==> src/rtl/hermes_tx_framer_pkg.sv <==
// Shared DMNI definitions: Hermes framing states and flit-position constants.
package DMNIPkg;

  // Position of a flit within a Hermes packet as seen by a framing tracker.
  typedef enum logic [1:0] {
    FRAME_HEADER  = 2'd0,
    FRAME_SIZE    = 2'd1,
    FRAME_PAYLOAD = 2'd2
  } frame_state_t;

  // The flit right after the header carries the payload length.
  localparam int HERMES_SIZE_FLIT_IDX = 1;

endpackage

==> src/rtl/hermes_tx_framer_frame.sv <==
// Hermes packet framing tracker: follows header/size/payload positions of a flit
// stream and flags the last flit of each packet.
module hermes_frame_tracker
  import DMNIPkg::*;
#(
  parameter int FLIT_SIZE = 32
) (
  input  logic                 clk_i,
  input  logic                 rst_ni,
  input  logic                 xfer_i,
  input  logic [FLIT_SIZE-1:0] flit_i,
  output logic [1:0]           state_o,
  output logic                 eop_o
);

  frame_state_t         state;
  logic [FLIT_SIZE-1:0] remaining;

  assign state_o = state;

  // Last flit: a zero size flit, or the final payload flit; only on a real transfer.
  always_comb begin
    eop_o = 1'b0;
    if (xfer_i) begin
      if (state == FRAME_SIZE && flit_i == '0)
        eop_o = 1'b1;
      else if (state == FRAME_PAYLOAD && remaining == FLIT_SIZE'(1))
        eop_o = 1'b1;
    end
  end

  // Framing FSM, advanced once per transferred flit; payload contents are never inspected.
  always_ff @(posedge clk_i or negedge rst_ni) begin
    if (!rst_ni) begin
      state     <= FRAME_HEADER;
      remaining <= '0;
    end else if (xfer_i) begin
      case (state)
        FRAME_HEADER: state <= FRAME_SIZE;
        FRAME_SIZE: begin
          remaining <= flit_i;
          state     <= (flit_i == '0) ? FRAME_HEADER : FRAME_PAYLOAD;
        end
        FRAME_PAYLOAD: begin
          remaining <= remaining - FLIT_SIZE'(1);
          if (remaining == FLIT_SIZE'(1))
            state <= FRAME_HEADER;
        end
        default: state <= FRAME_HEADER;
      endcase
    end
  end

endmodule

==> src/rtl/hermes_tx_framer.sv <==
// Output staging between the DMNI Hermes interface and the router local port:
// credit-based FIFO plus packet framing monitors (in-packet, sent pulse/count, idle).
module hermes_tx_framer
  import DMNIPkg::*;
#(
  parameter int HERMES_FLIT_SIZE = 32,
  parameter int BUFFER_SIZE      = 8,
  parameter int CNT_WIDTH        = 16
) (
  input  logic                        clk_i,
  input  logic                        rst_ni,
  input  logic                        dmni_tx_i,
  output logic                        dmni_credit_o,
  input  logic [HERMES_FLIT_SIZE-1:0] dmni_data_i,
  output logic                        noc_tx_o,
  input  logic                        noc_credit_i,
  output logic [HERMES_FLIT_SIZE-1:0] noc_data_o,
  input  logic                        cnt_clr_i,
  output logic                        in_pkt_o,
  output logic                        pkt_sent_o,
  output logic [CNT_WIDTH-1:0]        pkt_count_o,
  output logic                        idle_o
);

  localparam int PTR_W = $clog2(BUFFER_SIZE);
  localparam int OCC_W = PTR_W + 1;

  logic [HERMES_FLIT_SIZE-1:0] mem [BUFFER_SIZE];
  logic [PTR_W-1:0]            wr_ptr;
  logic [PTR_W-1:0]            rd_ptr;
  logic [OCC_W-1:0]            occupancy;

  logic       push;
  logic       pop;
  logic [1:0] in_state;
  logic [1:0] out_state;
  logic       in_eop_unused;
  logic       out_eop;

  // Credit and valid come purely from registered occupancy, so a full FIFO
  // refuses a push even in a cycle where the router drains a flit.
  assign dmni_credit_o = (occupancy != OCC_W'(BUFFER_SIZE));
  assign noc_tx_o      = (occupancy != '0);
  assign noc_data_o    = mem[rd_ptr];

  assign push = dmni_tx_i && dmni_credit_o;
  assign pop  = noc_tx_o && noc_credit_i;

  assign in_pkt_o = (in_state != FRAME_HEADER);
  assign idle_o   = (occupancy == '0) && (in_state == FRAME_HEADER) &&
                    (out_state == FRAME_HEADER);

  // Flit storage; contents need no reset because occupancy gates their visibility.
  always_ff @(posedge clk_i) begin
    if (push)
      mem[wr_ptr] <= dmni_data_i;
  end

  // Pointers wrap naturally; occupancy distinguishes full from empty.
  always_ff @(posedge clk_i or negedge rst_ni) begin
    if (!rst_ni) begin
      wr_ptr    <= '0;
      rd_ptr    <= '0;
      occupancy <= '0;
    end else begin
      if (push)
        wr_ptr <= wr_ptr + PTR_W'(1);
      if (pop)
        rd_ptr <= rd_ptr + PTR_W'(1);
      if (push && !pop)
        occupancy <= occupancy + OCC_W'(1);
      else if (pop && !push)
        occupancy <= occupancy - OCC_W'(1);
    end
  end

  hermes_frame_tracker #(
    .FLIT_SIZE (HERMES_FLIT_SIZE)
  ) u_in_tracker (
    .clk_i   (clk_i),
    .rst_ni  (rst_ni),
    .xfer_i  (push),
    .flit_i  (dmni_data_i),
    .state_o (in_state),
    .eop_o   (in_eop_unused)
  );

  hermes_frame_tracker #(
    .FLIT_SIZE (HERMES_FLIT_SIZE)
  ) u_out_tracker (
    .clk_i   (clk_i),
    .rst_ni  (rst_ni),
    .xfer_i  (pop),
    .flit_i  (noc_data_o),
    .state_o (out_state),
    .eop_o   (out_eop)
  );

  // Completion pulse and wrapping packet counter; a coincident clear wins.
  always_ff @(posedge clk_i or negedge rst_ni) begin
    if (!rst_ni) begin
      pkt_sent_o  <= 1'b0;
      pkt_count_o <= '0;
    end else begin
      pkt_sent_o <= pop && out_eop;
      if (cnt_clr_i)
        pkt_count_o <= '0;
      else if (pop && out_eop)
        pkt_count_o <= pkt_count_o + CNT_WIDTH'(1);
    end
  end

endmodule
==> config.mk <==
export PLATFORM = sky130hd
export DESIGN_NAME = hermes_tx_framer
export DESIGN_NICKNAME = d
export VERILOG_FILES = /design/src/rtl/hermes_tx_framer_pkg.sv /design/src/rtl/hermes_tx_framer_frame.sv /design/src/rtl/hermes_tx_framer.sv
export SDC_FILE = /design/constraint.sdc
export NUM_CORES = 1
export LEC_CHECK = 0
export ABC_AREA = 0
export ABC_CLOCK_PERIOD_IN_PS = 5000
export CORE_MARGIN = 3
export CORE_UTILIZATION = 25
export CTS_BUF_LIST = sky130_fd_sc_hd__clkbuf_2
export DETAILED_ROUTE_END_ITERATION = 6
export GPL_TIMING_DRIVEN = 1
export SYNTH_ARGS = -nofsm -noshare
export SYNTH_HDL_FRONTEND = slang
export SYNTH_HIERARCHICAL = 1
export SYNTH_SLANG_ARGS = --single-unit
export TNS_END_PERCENT = 30
==> constraint.sdc <==
create_clock -name clk_i -period 5 [get_ports clk_i]
set_input_delay 0.75 -clock clk_i [delete_from_list [all_inputs] [get_ports clk_i]]
set_output_delay 0.75 -clock clk_i [all_outputs]
set_load 0.01 [all_outputs]
Word level (Yosys, flattened, before mapping). Memory sizes are Yosys's and may differ from the RTL's. Cells that the tools add are included.

Register bits: 95. RAM bits: 256. Input bits: 37. Output and inout port bits: 53. Word-level logic and storage cells: 69. Memories: 1.

Add/subtract/negate cells: 7. Equal/unequal tests: 9. Multiplexer cells: 17. Reduce and logical (&&, ||, !) cells: 26.

Memory list: mem (words 8, bits a word 32, rd ports 1, clocked after memory_dff 0, write ports 1, RTL line hermes_tx_framer.sv:28) `logic [HERMES_FLIT_SIZE-1:0] mem [BUFFER_SIZE];`.

Operators by type and width (number): $pmux 32 s2 (2); $eq 32x1->1 const B (2); $logic_not 32->1 (2); $sub 32x1->32 const B (2); $mux 16 (2); $add 16x1->16 const B (1); $pmux 2 s3 (2); $reduce_bool 2->1 (5); $logic_and 1x1->1 (9); $mux 2 (4); $mux 4 (2); $reduce_and 2->1 (4); $add 3x1->3 const B (2); $mux 1 (5); $add 4x1->4 const B (1); $eq 2x1->1 const B (2); $eq 2x2->1 const B (2); $logic_not 2->1 (2); $logic_not 4->1 (1); $ne 2x2->1 const B (2); $ne 4x4->1 const B (1); $reduce_bool 4->1 (1); $sub 4x1->4 const B (1); $logic_not 1->1 (2).

Longest topological paths before layout.
Word-level depth: 8. Mapped depth: 14.

Cells and area by module. The synthesis kept the hierarchy.

By module, submodules not included: hermes_tx_framer (instances 1, cells an instance 518, area each 11173.2 um2); hermes_frame_tracker (instances 2, cells an instance 281, area each 2407.3 um2).

Least setup slack after synthesis. OpenSTA, ideal clock, no wires.

Kind: input-to-reg. Start point: input dmni_tx_i. End point: memory mem[0][0], enable pin. Setup time: 0.501 ns. Arrival: 3.931 ns. Data required time: 4.499 ns. Setup slack: 0.568 ns. Stages: 2. Path through: nand2_1 > nor4_1.

Word-level cells in the longest chain between the ends: 3.

Ends and longest elaborated chain: start, declared (RTL line hermes_tx_framer.sv:12) `input logic dmni_tx_i,`; $logic_and 1x1->1 (RTL line hermes_tx_framer.sv:46) `assign push = dmni_tx_i && dmni_credit_o;`; $mux 1 (RTL line hermes_tx_framer.sv:55) `if (push)`; $mux 1 (implied by the code) (RTL line hermes_tx_framer.sv:56) `mem[wr_ptr] <= dmni_data_i;`; end, declared (RTL line hermes_tx_framer.sv:28).

Every way passes these cells.

Worst setup path in the final report.
Start point: register rd_ptr[0]. End point: register pkt_count_o[12].

Word-level cells in the longest chain between the ends: 7.

Ends and longest elaborated chain: start, declared (RTL line hermes_tx_framer.sv:30) `logic [PTR_W-1:0] rd_ptr;`; start signal, assigned (RTL line hermes_tx_framer.sv:69) `rd_ptr <= rd_ptr + PTR_W'(1);`; $mem_v2 8x32; $logic_not 32->1 (RTL line hermes_tx_framer_frame.sv:25) `if (state == FRAME_SIZE && flit_i == '0)`; $logic_and 1x1->1 (RTL line hermes_tx_framer_frame.sv:25); $mux 1 (RTL line hermes_tx_framer_frame.sv:25); $mux 1 (RTL line hermes_tx_framer_frame.sv:24) `if (xfer_i) begin`; net out_eop (RTL line hermes_tx_framer.sv:38) `logic out_eop;`; $logic_and 1x1->1 (RTL line hermes_tx_framer.sv:108) `else if (pop && out_eop)`; $reduce_bool 2->1 (no line); end signal, assigned (RTL line hermes_tx_framer.sv:109) `pkt_count_o <= pkt_count_o + CNT_WIDTH'(1);`; end, declared (RTL line hermes_tx_framer.sv:21) `output logic [CNT_WIDTH-1:0] pkt_count_o,`.

The timed path passes the listed nets, and every way through them passes these cells. A chain may end at the register's enable or synchronous reset.

==> results.md <==
- Mapped Area: roughly 16,000 µm²
- Total congestion overflow: 0
- R2R setup slack: roughly 860 ps
- Starting Density: 0.253
- Routed wire per std cell: ~20 µm
- Die extent in x: about 260 µm
- Detailed Routing Iterations Pass 1: 4
- Slew headroom: 0.342
- Most common cell after layout, fill and taps aside: edfxtp_1
- Max Slew Vio Count: 0
- FF-to-FF Start: rd_ptr[0]
- Gr usage total: 0.124
- CTS resizes: 0
- CTS clk-pin slew, worst paths: approximately 110 ps
- Worst Hold Class: primary input to asynchronous set/reset pin
- # IOs: 90
- Detail Route Antenna Nets: 0
- Final worst path period need: just over 4000 ps
- Max IR drop VDD: roughly 0.00023 V
- Setup ws final: roughly 860 ps
- DRT Wirelength: roughly 42,000 µm
- Antenna violations before repair: 2
- DIE AREA: ~67,000 µm²
- Leakage: between 6 and 7 nW
- Number of global-route vias before repair: 10,500
- Syn_nets: 1,131
- Status: completed
- Data required, critical path: roughly 5800 ps
- Syn Inst Count: 1,077
- Gpl congestion: 0.818
- Drt drc: 0
- Reg2reg path depth: 13
- Die Y: approximately 260 µm
- Hold buffers post-CTS: 1
- Least-Margin Pin Slew: ~1000 ps
- RSZ-0062 raised after global routing: false
- CP Launch Type: register
- Fraction of layout cells with a size suffix above 1: 0.229
- Syn-to-layout area delta: 16.6%
- Setup TNS: 0 ps
- Dpl hpwl: roughly 27,000 µm
- Setup Buffers After CTS: 0
- CP Class: register to register
- Clk sinks: 351
- Layout Skew: about 70 ps
- I/O Buffers: about 90
- Most frequent cells in the layout: edfxtp_1, clkbuf_2, dfrtp_1
- TritonCTS clock tree: yes
- DRT iter0 DRCs: between 800 and 900
- DR vias: about 10,000
- Synthesis Warnings: 6
- Worst-skew pair later-pin latency: about 980 ps
- Root Driver: clkbuf_2
- Clk buf depth: 3
- First-pass GRT wire length: 63,800 µm
- H-tree levels: 3
- Critical path data arrival time: a little under 5000 ps
- Max cap viols: 0
- Total core area: 63,100 µm²
- Max Freq: 0.242 GHz
- Tcrit/Tclk final: 0.827
- Nets: 1,271
- Mean post-synth cell area: ~15 µm²
- Reg-to-Reg End: pkt_count_o[12]
- Rows: roughly 90
- Dpl ws: around 900 ps
- Total CTS buffers: between 80 and 90
- Critical Path Fanout Max: 15
- Worst Setup End Kind: register
- Pin count of the biggest net entering global routing: 70
- Final core utilization: 0.295
- Power Density: between 500 and 600 nW/µm²
- Final Hold Viols: 0
- Final setup violation count: 0
- Crit path launch: rd_ptr[0]
- DR vias/cell: between 4 and 5
==> through the flow <==
step / hold slack (ps) / total power, mW / cells / instance area [µm²]
4_1_cts: 182 / 10.8 / 2135 / 18600
3_3_place_gp: 494 / 8.59 / 1971 / 17700
6_report: 284 / 10.7 / 2136 / 18600
3_5_place_dp: 507 / 8.68 / 1971 / 17700
5_1_grt: 254 / 11.4 / 2136 / 18600
2_1_floorplan: 454 / 7.12 / 1077 / 16000
==> critical path: stages (launching register included) <==
cell,delay (ps)
dfrtp_4,630
buf_4,310
mux4_1,580
mux2_2,340
nor4_1,350
nand4_1,260
nor2_1,170
a22oi_1,100
nor2b_1,130
buf_4,170
and3_1,250
nand4_4,150
or3_1,400
a21oi_1,190
==> where the power goes <==
| group | switching, mW | total, mW | internal, mW |
|---|---|---|---|
| combinational | 2.39 | 4.32 | 1.92 |
| sequential | 0.499 | 4.28 | 3.78 |
| clock | 1.18 | 2.08 | 0.900 |
==> final cells by class <==
cell class                 count  area [µm²]
multi-input combinational    644        5430
clock inverter                36         264
sequential                   351       10100
fill                        6372       44500
clock buffer                 127         636
inverter                      17        66.3
antenna                        1        2.50
tap                          846        1060
timing repair buffer         114        1100
==> per-layer routing <==
metal	part of all wire	global-route usage	up-vias
met3	0.062	0.0307	49
met4	0.019	0.0420	2
li1	-	-	4656
met5	0.00026	0	-
met2	0.48	0.203	335
met1	0.43	0.162	5291
==> registers in the layout, summed over array words and instances (netlist names) <==
| register | flops |
|---|---|
| mem | 256 |
| pkt_sent_o | 1 |
| u_in_tracker/remaining | 32 |
| u_out_tracker/state_o | 2 |
| rd_ptr | 3 |
| u_out_tracker/remaining | 32 |
| pkt_count_o | 16 |
| wr_ptr | 3 |
| occupancy | 4 |
| u_in_tracker/state_o | 2 |
==> how the worst max path moves through the flow <==
stage	end	slack (ps)	cells past startpoint
2_1_floorplan	mem[0][0]	570	2
3_3_place_gp	pkt_count_o[12]	960	13
3_5_place_dp	pkt_count_o[12]	910	13
4_1_cts	noc_data_o[19]	710	4
5_1_grt	pkt_count_o[12]	570	13
6_report	pkt_count_o[12]	860	13
Note: power is estimated with default switching activity, not from simulation.
